===== config.mk =====
export PLATFORM = sky130hd
export DESIGN_NAME = ultrasonic_scheduler
export DESIGN_NICKNAME = d
export VERILOG_FILES = /design/src/rtl/ultrasonic_scheduler.sv
export SDC_FILE = /design/constraint.sdc
export NUM_CORES = 1
export LEC_CHECK = 0
export BUFFER_PORTS_ARGS = -buffer_cell sky130_fd_sc_hd__clkbuf_2
export CAP_MARGIN = 20
export CORE_MARGIN = 4
export CORE_UTILIZATION = 54
export DETAILED_ROUTE_END_ITERATION = 8
export PLACE_DENSITY = 0.73
export RECOVER_POWER = 50
export SLEW_MARGIN = 20
export SYNTH_ARGS = -nofsm -noshare
export SYNTH_HDL_FRONTEND = slang
export SYNTH_SLANG_ARGS = --single-unit

===== constraint.sdc =====
create_clock -name clk -period 2.9 [get_ports clk]
set_input_delay 0.58 -clock clk [delete_from_list [all_inputs] [get_ports clk]]
set_output_delay 0.58 -clock clk [all_outputs]
set_load 0.05 [all_outputs]

===== src/rtl/ultrasonic_scheduler.sv =====
// Round-robin scheduler that time-shares one echo-timing datapath across N ultrasonic sensors.
// Each slot: trigger pulse, wait for echo rise, time the echo, write a scaled distance, quiet gap.
module ultrasonic_scheduler #(
    parameter int N_SENSORS      = 4,
    parameter int TRIG_CYCLES    = 500,
    parameter int TIMEOUT_CYCLES = 1500000,
    parameter int GAP_CYCLES     = 3000000,
    parameter int COUNT_SHIFT    = 8,
    parameter int DIST_W         = 16
) (
    input  logic                           clk,
    input  logic                           reset,
    input  logic                           enable,
    input  logic [N_SENSORS-1:0]           echo,
    output logic [N_SENSORS-1:0]           trig,
    output logic [N_SENSORS*DIST_W-1:0]    distance,
    output logic                           dist_valid,
    output logic [$clog2(N_SENSORS)-1:0]   dist_sensor,
    output logic [N_SENSORS-1:0]           timeout,
    output logic                           busy,
    output logic [2:0]                     fsm_state
);

    localparam int IDX_W  = $clog2(N_SENSORS);
    localparam int TMO_W  = $clog2(TIMEOUT_CYCLES + 1);
    localparam int CNT_W  = TMO_W;
    localparam int PH_MAX = (GAP_CYCLES > TRIG_CYCLES) ? GAP_CYCLES : TRIG_CYCLES;
    localparam int PH_W   = $clog2(PH_MAX + 1);
    localparam int RES_W  = (CNT_W > DIST_W) ? CNT_W : DIST_W;

    localparam logic [DIST_W-1:0] MAX_VALID = {{(DIST_W-1){1'b1}}, 1'b0};
    localparam logic [DIST_W-1:0] TMO_CODE  = {DIST_W{1'b1}};

    localparam logic [2:0] S_IDLE = 3'd0;
    localparam logic [2:0] S_TRIG = 3'd1;
    localparam logic [2:0] S_WAIT = 3'd2;
    localparam logic [2:0] S_MEAS = 3'd3;
    localparam logic [2:0] S_GAP  = 3'd4;

    logic [2:0]           state;
    logic [IDX_W-1:0]     idx;
    logic [PH_W-1:0]      phase_cnt;
    logic [TMO_W-1:0]     tmo_cnt;
    logic [CNT_W-1:0]     echo_cnt;
    logic [N_SENSORS-1:0] echo_s1;
    logic [N_SENSORS-1:0] echo_s2;
    logic [N_SENSORS-1:0] echo_prev;

    logic              echo_sel;
    logic              echo_rise;
    logic              tmo_last;
    logic              do_write;
    logic              write_tmo;
    logic [RES_W-1:0]  shifted;
    logic [DIST_W-1:0] res_val;
    logic [IDX_W-1:0]  idx_next;

    always_comb begin
        echo_sel  = echo_s2[idx];
        echo_rise = echo_s2[idx] & ~echo_prev[idx];
        tmo_last  = (tmo_cnt == TMO_W'(TIMEOUT_CYCLES - 1));
        shifted   = RES_W'(echo_cnt) >> COUNT_SHIFT;
        res_val   = (shifted > RES_W'(MAX_VALID)) ? MAX_VALID : shifted[DIST_W-1:0];
        idx_next  = (idx == IDX_W'(N_SENSORS - 1)) ? '0 : idx + 1'b1;

        // A falling edge on the deadline cycle still yields a valid result.
        do_write  = 1'b0;
        write_tmo = 1'b0;
        if (state == S_WAIT && tmo_last) begin
            do_write  = 1'b1;
            write_tmo = 1'b1;
        end
        if (state == S_MEAS) begin
            if (!echo_sel) begin
                do_write = 1'b1;
            end else if (tmo_last) begin
                do_write  = 1'b1;
                write_tmo = 1'b1;
            end
        end

        trig = '0;
        if (state == S_TRIG) trig[idx] = 1'b1;
        busy      = (state != S_IDLE);
        fsm_state = state;
    end

    always_ff @(posedge clk) begin
        if (!reset) begin
            state       <= S_IDLE;
            idx         <= '0;
            phase_cnt   <= '0;
            tmo_cnt     <= '0;
            echo_cnt    <= '0;
            echo_s1     <= '0;
            echo_s2     <= '0;
            echo_prev   <= '0;
            distance    <= '0;
            dist_valid  <= 1'b0;
            dist_sensor <= '0;
            timeout     <= '0;
        end else begin
            echo_s1    <= echo;
            echo_s2    <= echo_s1;
            echo_prev  <= echo_s2;
            dist_valid <= 1'b0;

            case (state)
                S_IDLE: begin
                    if (enable) begin
                        state     <= S_TRIG;
                        phase_cnt <= '0;
                    end
                end
                S_TRIG: begin
                    if (phase_cnt == PH_W'(TRIG_CYCLES - 1)) begin
                        state     <= S_WAIT;
                        phase_cnt <= '0;
                        tmo_cnt   <= '0;
                    end else begin
                        phase_cnt <= phase_cnt + 1'b1;
                    end
                end
                S_WAIT: begin
                    tmo_cnt <= tmo_cnt + 1'b1;
                    // Echo already high on entry has no rising edge, so it is ignored.
                    if (!do_write && echo_rise) begin
                        state    <= S_MEAS;
                        echo_cnt <= CNT_W'(1);
                    end
                end
                S_MEAS: begin
                    tmo_cnt <= tmo_cnt + 1'b1;
                    if (echo_sel) echo_cnt <= echo_cnt + 1'b1;
                end
                S_GAP: begin
                    if (phase_cnt == PH_W'(GAP_CYCLES - 1)) begin
                        phase_cnt <= '0;
                        idx       <= idx_next;
                        state     <= enable ? S_TRIG : S_IDLE;
                    end else begin
                        phase_cnt <= phase_cnt + 1'b1;
                    end
                end
                default: state <= S_IDLE;
            endcase

            if (do_write) begin
                state     <= S_GAP;
                phase_cnt <= '0;
                distance[idx*DIST_W +: DIST_W] <= write_tmo ? TMO_CODE : res_val;
                timeout[idx] <= write_tmo;
                dist_valid   <= 1'b1;
                dist_sensor  <= idx;
            end
        end
    end

endmodule


## Word level (Yosys, flattened, before mapping)

Index checks and enable logic that the tools add are counted.

| storage, ports and cells | value |
|---|---|
| output and inout bits | 79 |
| flip-flop bits (word level) | 152 |

| operators by class | value |
|---|---|
| shift operators | 2 |
| muxes and demuxes | 35 |
| reduce and logical (&&, ||, !) cells | 17 |
| eq/ne operators | 18 |
| add/subtract/negate cells | 5 |
| $lt $le $gt $ge | 3 |
| bitwise logic cells | 4 |

Operators by type and width:

| operator | number |
|---|---|
| $pmux 21 s2 | 2 |
| $mux 22 | 3 |
| $pmux 22 s3 | 1 |
| $bwmux 64 | 1 |
| $shift 16x34->64 const A | 1 |
| $shiftx 16x34->64 | 1 |
| $mux 21 | 3 |
| $add 21x1->21 const B | 2 |
| $neg 6->34 | 1 |
| $mux 16 | 2 |
| $add 22x1->22 const B | 1 |
| $eq 22x22->1 const B | 1 |
| $eq 22x9->1 const B | 1 |
| $eq 21x21->1 const B | 1 |
| $gt 13x16->1 const B | 1 |
| $mux 3 | 5 |
| $pmux 3 s5 | 1 |
| $mux 1 | 11 |
| $reduce_and 5->1 | 2 |
| $ne 2x2->1 const B | 4 |
| $eq 3x2->1 const B | 2 |
| $ne 3x2->1 const B | 2 |
| $ne 3x3->1 const B | 2 |
| $reduce_and 2->1 | 3 |
| other kinds (21) | 30 |

## Depth between registers and ports, before layout

Gate-level depths: netlist of the first run.

| depth | value |
|---|---|
| depth in word-level cells | 11 |
| depth in mapped cells | 9 |
| mapped depth without buffers | 7 |

## Worst setup path after synthesis of the first run

OpenSTA, ideal clock, no wires.

| timing path | value |
|---|---|
| path type | register to register |
| start point | register state[1], in the netlist fsm_state[1] |
| end point | register distance[62] |
| setup slack | 488 ps |
| period minus slack after synthesis | 2412 ps |
| cell stages (with the launch flop) | 9 |
| buffers on the path | 2 |
| required time | 2834 ps |
| arrival | 2346 ps |
| path through | dfxtp_1 -> nor2b_1 -> buf_2 -> nand4_1 -> o21a_1 -> nor4_2 -> buf_2 -> a22oi_1 -> nor2b_1 |

| between the ends | value |
|---|---|
| longest elaborated chain between the ends | 9 |

Ends and longest elaborated chain:

| what | RTL line | source |
|---|---|---|
| from (decl) | 40 | `logic [2:0] state;` |
| from (signal assigned) | 140 | `state <= enable ? S_TRIG : S_IDLE;` |
| $eq 3x2->1 | 69 | `if (state == S_WAIT && tmo_last) begin` |
| $logic_and 1x1->1 | 69 |  |
| $mux 1 | 69 |  |
| $mux 1 | 76 | `end else if (tmo_last) begin` |
| $mux 1 | 74 | `if (!echo_sel) begin` |
| $mux 1 | 73 | `if (state == S_MEAS) begin` |
| $mux 16 | 151 | `distance[idx*DIST_W +: DIST_W] <= write_tmo ? TMO_CODE : res_val;` |
| $shiftx 16x34->64 | 151 |  |
| $bwmux 64 | 151 |  |
| to (signal, indexed assignment) | 151 |  |
| to (decl) | 16 | `output logic [N_SENSORS*DIST_W-1:0] distance,` |

Parallel ways exist; a longest one is shown, timed or not.
A chain may end at the register's enable or synchronous reset.

## Worst setup path in the final report of the first run

| timing path | value |
|---|---|
| start point | register phase_cnt[12] |
| end point | register phase_cnt[15] |

| between the ends | value |
|---|---|
| longest elaborated chain between the ends | 3 |

Ends and longest elaborated chain:

| what | RTL line | source |
|---|---|---|
| from (decl) | 42 | `logic [PH_W-1:0] phase_cnt;` |
| from (signal assigned) | 121 | `phase_cnt <= phase_cnt + 1'b1;` |
| from (signal assigned) | 142 | `phase_cnt <= phase_cnt + 1'b1;` |
| $add 22x1->22 (tied with other cells) | 121, 142 |  |
| $mux 22, on equally long branches | 137, 116 |  |
| $pmux 22 s3 (*) | 108 | `case (state)` |

Mark *: on every way between the ends. The rest lies on a longest branch, timed or not.

==> results.py, run 1 <==
metrics = {
    "yosys": {
        "synth_nets": 713,
        "yosys_register_bits": 144,
        "synth.distinct_cells": 62,
        "yosysWarnings": 0,
        "yosysSeqAreaShare_pct": 44.6,
        "syn-cell-area_um2": 6460,
        "syn_inst": 696,
        "synthFlopType": "dfxtp_1",
        "avgSynthCellArea_um2": 9.29,
        "synth_edf_count": 0,
        "postSynth.asyncResetShare_pct": 0,
    },
    "worst_setup_path": {
        "path_cells": "or4_1, or4_1, o211ai_4, nand2_2, o21bai_4, o21ai_0",
        "worstReg2RegEnd": "phase_cnt[15]$_SDFFE_PP0P_",
        "cp-startpoint": "phase_cnt[12]$_SDFFE_PP0P_",
        "rr_startpoint": "phase_cnt[12]$_SDFFE_PP0P_",
        "cp_slowest_cell": "or4_1",
        "cp.required_ns": 3.19,
        "startpoint_type": "flip-flop",
        "worstPathMaxFanout": 15,
        "critical_path_class": "reg -> reg",
        "cpMostUsedCell": "or4_1",
        "end_kind": "flip-flop",
        "reg2regPathDepth": 6,
        "critPathMaxStageDelay_ns": 0.62,
        "r2r_slack_ns": 0.28,
        "arrival_ns": 2.91,
    },
    "clocking": {
        "cts_made_buffers": 17,
        "post_cts_resize_count": 0,
        "clk_path_buf_depth": 2,
        "cts_tree": "yes",
        "insertion_delay_ns": 0.42,
        "post-cts-setup-buffer-count": 0,
        "cts_max_level": 4,
        "ctsRootBufferMaster": "clkbuf_16",
        "cts_sinks": 144,
        "clk_pin_slew_ns": 0.05,
        "ctsHoldBuffers": 0,
    },
    "floorplan": {
        "die_y_um": 117,
        "start_util_pct": 55.9,
        "die_x_um": 117,
        "core-area_um2": 11600,
        "fp-row-count": 39,
        "die-area_um2": 13800,
        "ios": 86,
    },
    "global_route": {
        "grt_pass1_wl_mm": 26.4,
        "grt_pass1_vias": 5359,
        "overflow": 0,
        "grt_antenna_before_repair": 0,
        "grt_max_degree": 55,
        "gr-usage-all-layers_pct": 23.1,
    },
    "timing": {
        "setup_viol": 0,
        "finalMaxSlewViolations": 0,
        "finalHoldViolCount": 0,
        "min_period_ns": 2.62,
        "holdWs_ns": 0.371,
        "setup-tns-final_ns": 0,
        "relSlewSlack_pct": 26.8,
        "fin_skew_ns": 0.00872,
        "max_freq_mhz": 381,
        "worst_pin_slew_ns": 1.10,
        "fin_crit_sh_pct": 90.4,
        "rsz0062_at_grt": "false",
    },
    "run": {
        "max_cap_violations": 0,
    },
    "hold_path": {
        "hold_path.startpoint": "echo[0]",
        "hold_path.class": "in -> reg",
        "hold_depth": 2,
        "hold_path_end": "echo_s1[0]$_SDFF_PN0_",
    },
    "drt": {
        "drc": 0,
        "vias_per_cell": 5.80,
        "drt-total-wl_mm": 15.8,
        "drtIter0Drc": 426,
        "via_count": 5427,
        "wl_per_cell_um": 16.9,
        "drtPass1Iterations": 5,
        "ant_nets": 0,
    },
    "layout": {
        "drive_above_1_share_pct": 12.6,
        "layout.nets": 796,
        "diodes": 0,
        "area_growth_pct": 16.0,
    },
    "power_and_ir_drop": {
        "vdd_ir_drop_max_mv": 0.428,
        "power.density_nw_per_um2": 561,
        "p_leak_nw": 2.58,
    },
    "place": {
        "hpwlAfterDp_mm": 11.0,
        "port_buffers": 85,
        "place_congestion": 0.920,
    },
    "status": {
        "status": "completed",
    },
}
[through the flow]
step | cell area [um^2] | utilization (%) | worst slack (ns) | cells | total power, mW
4_1_cts | 7610 | 65.8 | 0.287 | 935 | 4.24
5_1_grt | 7500 | 64.8 | 0.103 | 935 | 4.35
2_1_floorplan | 6460 | - | 0.488 | 696 | 2.13
3_5_place_dp | 7030 | 60.8 | 0.377 | 903 | 2.16
6_report | 7500 | 64.8 | 0.278 | 935 | 4.21
3_3_place_gp | 7030 | 60.8 | 0.301 | 902 | 2.16
[sequential cells by signal, summed over array words and instances, names as in the netlist]
name,flops
dist_sensor,2
dist_valid,1
distance,56
echo_cnt,21
echo_prev,4
echo_s1,4
echo_s2,4
fsm_state,3
idx,2
phase_cnt,22
timeout,4
tmo_cnt,21
[power by group]
group	internal (mW)	switching, mW	leakage [nW]
logic	0.0421	0.0786	1.14
registers	1.99	0.00690	1.16
clock network	1.25	0.842	0.272
[placed cells by master, fill, tap and decap left out, drive strengths merged, types with 5 or more instances in the layout]
cell and instances:
a31oi 7, or2 14, nor4b 7, buf 19, ha 10, or3 11
and3 8, nand2 44, o21ai 23, and4 9, nor2b 65, and2 22
dfxtp 144, a21boi 6, clkbuf 109, nor3 10, nand4 10, xor2 17
a22oi 61, o211ai 5, xnor2 25, o2111ai 5, nor2 63, inv 10
nand3 20, nor4 12, a21oi 14
[layer usage]
layer | up-vias | global-route usage [%] | wire length [um]
li1 | 2632 | - | -
met1 | 2620 | 30.0 | 7230
met2 | 152 | 38.0 | 7460
met3 | 23 | 6.02 | 862
met4 | 0 | 7.18 | 278
met5 | - | 0 | 0
[cell type report]
type	count	area, um^2
flip-flops and latches	144	2880
well taps	143	179
clock inverters	11	105
clock buffers	21	470
fillers	991	4070
multi-input cells	501	3340
repair buffers	107	485
inverters	8	30.0
[cell families (layout without fill, tap and decap cells)]
family                   count (synthesis)  in the layout  synth area share, %
flip-flops                             144            144                 44.6
XOR/XNOR                                42             42                 5.69
AO/OA/AOI/OAI                          133            133                 14.8
multiplexers                             3              3                0.852
AND/OR/NAND/NOR                        313            313                 28.4
buffers and inverters                   51            147                 3.70
adder cells (fa/ha/maj)                 10             10                 1.94
[critical path: cells and delay by family (launching register included)]
family | cells | cell delay [ns]
AND/OR/NAND/NOR | 3 | 1.34
AO/OA/AOI/OAI | 3 | 0.84
flip-flops | 1 | 0.32
[Yosys cell counts, drive strengths merged (14+ instances only)]
master / number / area, um^2
a21oi: 14 / 81.3
nor2: 63 / 236
nand3: 20 / 100
clkbuf: 25 / 93.8
nand2: 44 / 168
xnor2: 25 / 219
dfxtp: 144 / 2880
o21ai: 23 / 115
nor2b: 65 / 407
buf: 18 / 115
and2: 22 / 138
or2: 14 / 87.6
xor2: 17 / 149
a22oi: 61 / 458
[worst max-delay path by stage]
stage	end	slack, ns	cells past startpoint
6_report	phase_cnt[15]$_SDFFE_PP0P_	0.28	6
5_1_grt	phase_cnt[15]$_SDFFE_PP0P_	0.10	6
4_1_cts	trig[0]	0.29	5
3_5_place_dp	phase_cnt[15]$_SDFFE_PP0P_	0.38	6
3_3_place_gp	distance[12]$_SDFFE_PN0P_	0.30	6
2_1_floorplan	distance[62]$_SDFFE_PN0P_	0.49	8
Note: power is estimated with default switching activity, not from simulation.
==> run 2: changes to the inputs <==
CORE_ASPECT_RATIO = 0.5   (was unset)
==> run 2 against run 1 <==
Sequential power about the same. Global-route usage decreased by 1.4 points. Design area is 0.35% lower. Sequential share of layout area is 0.14 points higher. Largest cell class unchanged. Final cell count up 1.2%. Critical path type unchanged.
==> results.py, run 2 (synthesized netlist as in run 1, its figures left out) <==
metrics = {
    "worst_setup_path": {
        "crit_path_end": "phase_cnt[15]$_SDFFE_PP0P_",
        "end_kind": "flip-flop",
        "worstReg2RegEnd": "phase_cnt[15]$_SDFFE_PP0P_",
        "startpoint_type": "flip-flop",
        "crit_cells": 6,
        "arrival_ns": 2.94,
        "rr_startpoint": "phase_cnt[12]$_SDFFE_PP0P_",
        "cp_slowest_cell": "or4_1",
        "cp.required_ns": 3.20,
        "worstPathMaxFanout": 15,
        "crit_buf_inv": 0,
        "reg2regPathDepth": 6,
        "cp-startpoint": "phase_cnt[12]$_SDFFE_PP0P_",
        "r2r_slack_ns": 0.26,
        "crit_family": "simple AND/OR/NAND/NOR gates",
        "path_cells": "or4_4, or4_1, o211ai_4, nand2_2, o21bai_4, o21ai_0",
        "critical_path_class": "reg -> reg",
        "critPathMaxStageDelay_ns": 0.60,
    },
    "clocking": {
        "insertion_delay_ns": 0.43,
        "cts_tree": "yes",
        "post_cts_resize_count": 0,
        "clk_path_buf_depth": 2,
        "post-cts-setup-buffer-count": 0,
        "cts_sinks": 144,
        "cts_max_level": 4,
        "clk_pin_slew_ns": 0.06,
        "cts_made_buffers": 17,
        "ctsRootBufferMaster": "clkbuf_16",
        "ctsHoldBuffers": 0,
    },
    "layout": {
        "diodes": 0,
        "drive_above_1_share_pct": 12.3,
        "fin_util_pct": 65.8,
        "regMostFlops": "distance",
        "design_area_um2": 7470,
        "reg_top3": "distance x56, phase_cnt x22",
        "largest_register_ffs": 56,
        "stdcell_count": 946,
        "ff_latch_area_um2": 2880,
        "mostFrequentLayoutCells": "144 x dfxtp_1, 77 x clkbuf_1, 65 x nor2b_1",
        "multi_input_area_um2": 3350,
        "final_common_cell": "dfxtp_1",
        "layout.nets": 791,
        "fill_cells": 981,
        "area_growth_pct": 15.6,
    },
    "timing": {
        "min_period_ns": 2.64,
        "finalHoldViolCount": 0,
        "setup_viol": 0,
        "fin_crit_sh_pct": 91.0,
        "max_freq_mhz": 379,
        "setup-tns-final_ns": 0,
        "rsz0062_at_grt": "false",
        "holdWs_ns": 0.365,
        "setup_ws_ns": 0.261,
        "fin_skew_ns": 0.0122,
        "worst_pin_slew_ns": 1.13,
        "relSlewSlack_pct": 24.9,
        "finalMaxSlewViolations": 0,
    },
    "floorplan": {
        "die_x_um": 163,
        "ios": 86,
        "die-area_um2": 13900,
        "start_util_pct": 56.9,
        "die_y_um": 85.4,
        "core-area_um2": 11400,
        "fp-row-count": 27,
    },
    "global_route": {
        "grt_antenna_before_repair": 0,
        "overflow": 0,
        "grt_pass1_wl_mm": 24.7,
        "grt_pass1_vias": 4954,
        "gr-usage-all-layers_pct": 21.8,
        "grt_max_degree": 59,
    },
    "drt": {
        "drt-total-wl_mm": 15.1,
        "ant_nets": 0,
        "drtPass1Iterations": 7,
        "wl_per_cell_um": 15.9,
        "via_count": 5387,
        "drc": 0,
        "drtIter0Drc": 370,
        "vias_per_cell": 5.69,
    },
    "place": {
        "port_buffers": 85,
        "dp.cells": 914,
        "hpwlAfterDp_mm": 10.2,
        "pre_cts_slack_ns": 0.263,
        "post_dp_cell_area_um2": 7020,
        "place_congestion": 0.840,
    },
    "power_and_ir_drop": {
        "vdd_ir_drop_max_mv": 0.403,
        "p_leak_nw": 2.56,
        "power_mw": 4.19,
        "power.density_nw_per_um2": 561,
    },
    "hold_path": {
        "hold_path.class": "in -> reg",
    },
    "run": {
        "max_cap_violations": 0,
    },
    "status": {
        "status": "completed",
    },
}
[run 2: cell count changes in the layout (fill, tap and decap cells not counted), sizes merged]
cell / delta
inv: +5
bufinv: -1
clkinvlp: -1
clkbuf: -3
buf: -5
[run 2: where the power goes]
group / total [mW] / internal (mW) / switching (mW)
sequential: 2.00 / 1.99 / 0.00844
combinational: 0.120 / 0.0422 / 0.0782
clock: 2.07 / 1.14 / 0.929
total: 4.19 / 3.17 / 1.02
[run 2: worst register-to-register path, stage by stage, from the launching register on]
cell	delay, ns
dfxtp_1	0.33
or4_4	0.54
or4_1	0.60
o211ai_4	0.34
nand2_2	0.16
o21bai_4	0.38
o21ai_0	0.16
[run 2: cell type report]
| class | instances | share of cell area [%] |
|---|---|---|
| inverters | 8 | 0.402 |
| clock buffers | 18 | 5.88 |
| repair buffers | 102 | 6.01 |
| well taps | 159 | 2.66 |
| flip-flops and latches | 144 | 38.6 |
| multi-input cells | 501 | 44.8 |
| clock inverters | 14 | 1.62 |
[run 2: worst min-delay path by stage]
| stage | start | endpoint | slack (ns) | depth (start not counted) |
|---|---|---|---|---|
| after floorplan | echo_s1[0]$_SDFF_PN0_ | echo_s2[0]$_SDFF_PN0_ | 0.41 | 1 |
| after global placement | echo_s1[1]$_SDFF_PN0_ | echo_s2[1]$_SDFF_PN0_ | 0.42 | 1 |
| after detailed placement | echo_s1[3]$_SDFF_PN0_ | echo_s2[3]$_SDFF_PN0_ | 0.42 | 1 |
| after CTS | echo[1] | echo_s1[1]$_SDFF_PN0_ | 0.35 | 2 |
| after global routing | echo[0] | echo_s1[0]$_SDFF_PN0_ | 0.36 | 2 |
| final | echo[1] | echo_s1[1]$_SDFF_PN0_ | 0.36 | 2 |
[run 2: routing by layer]
layer / GRT usage, % / routed length (um)
met5: 0 / 0
met4: 6.47 / 144
met3: 4.95 / 879
met2: 34.7 / 6790
met1: 29.7 / 7260
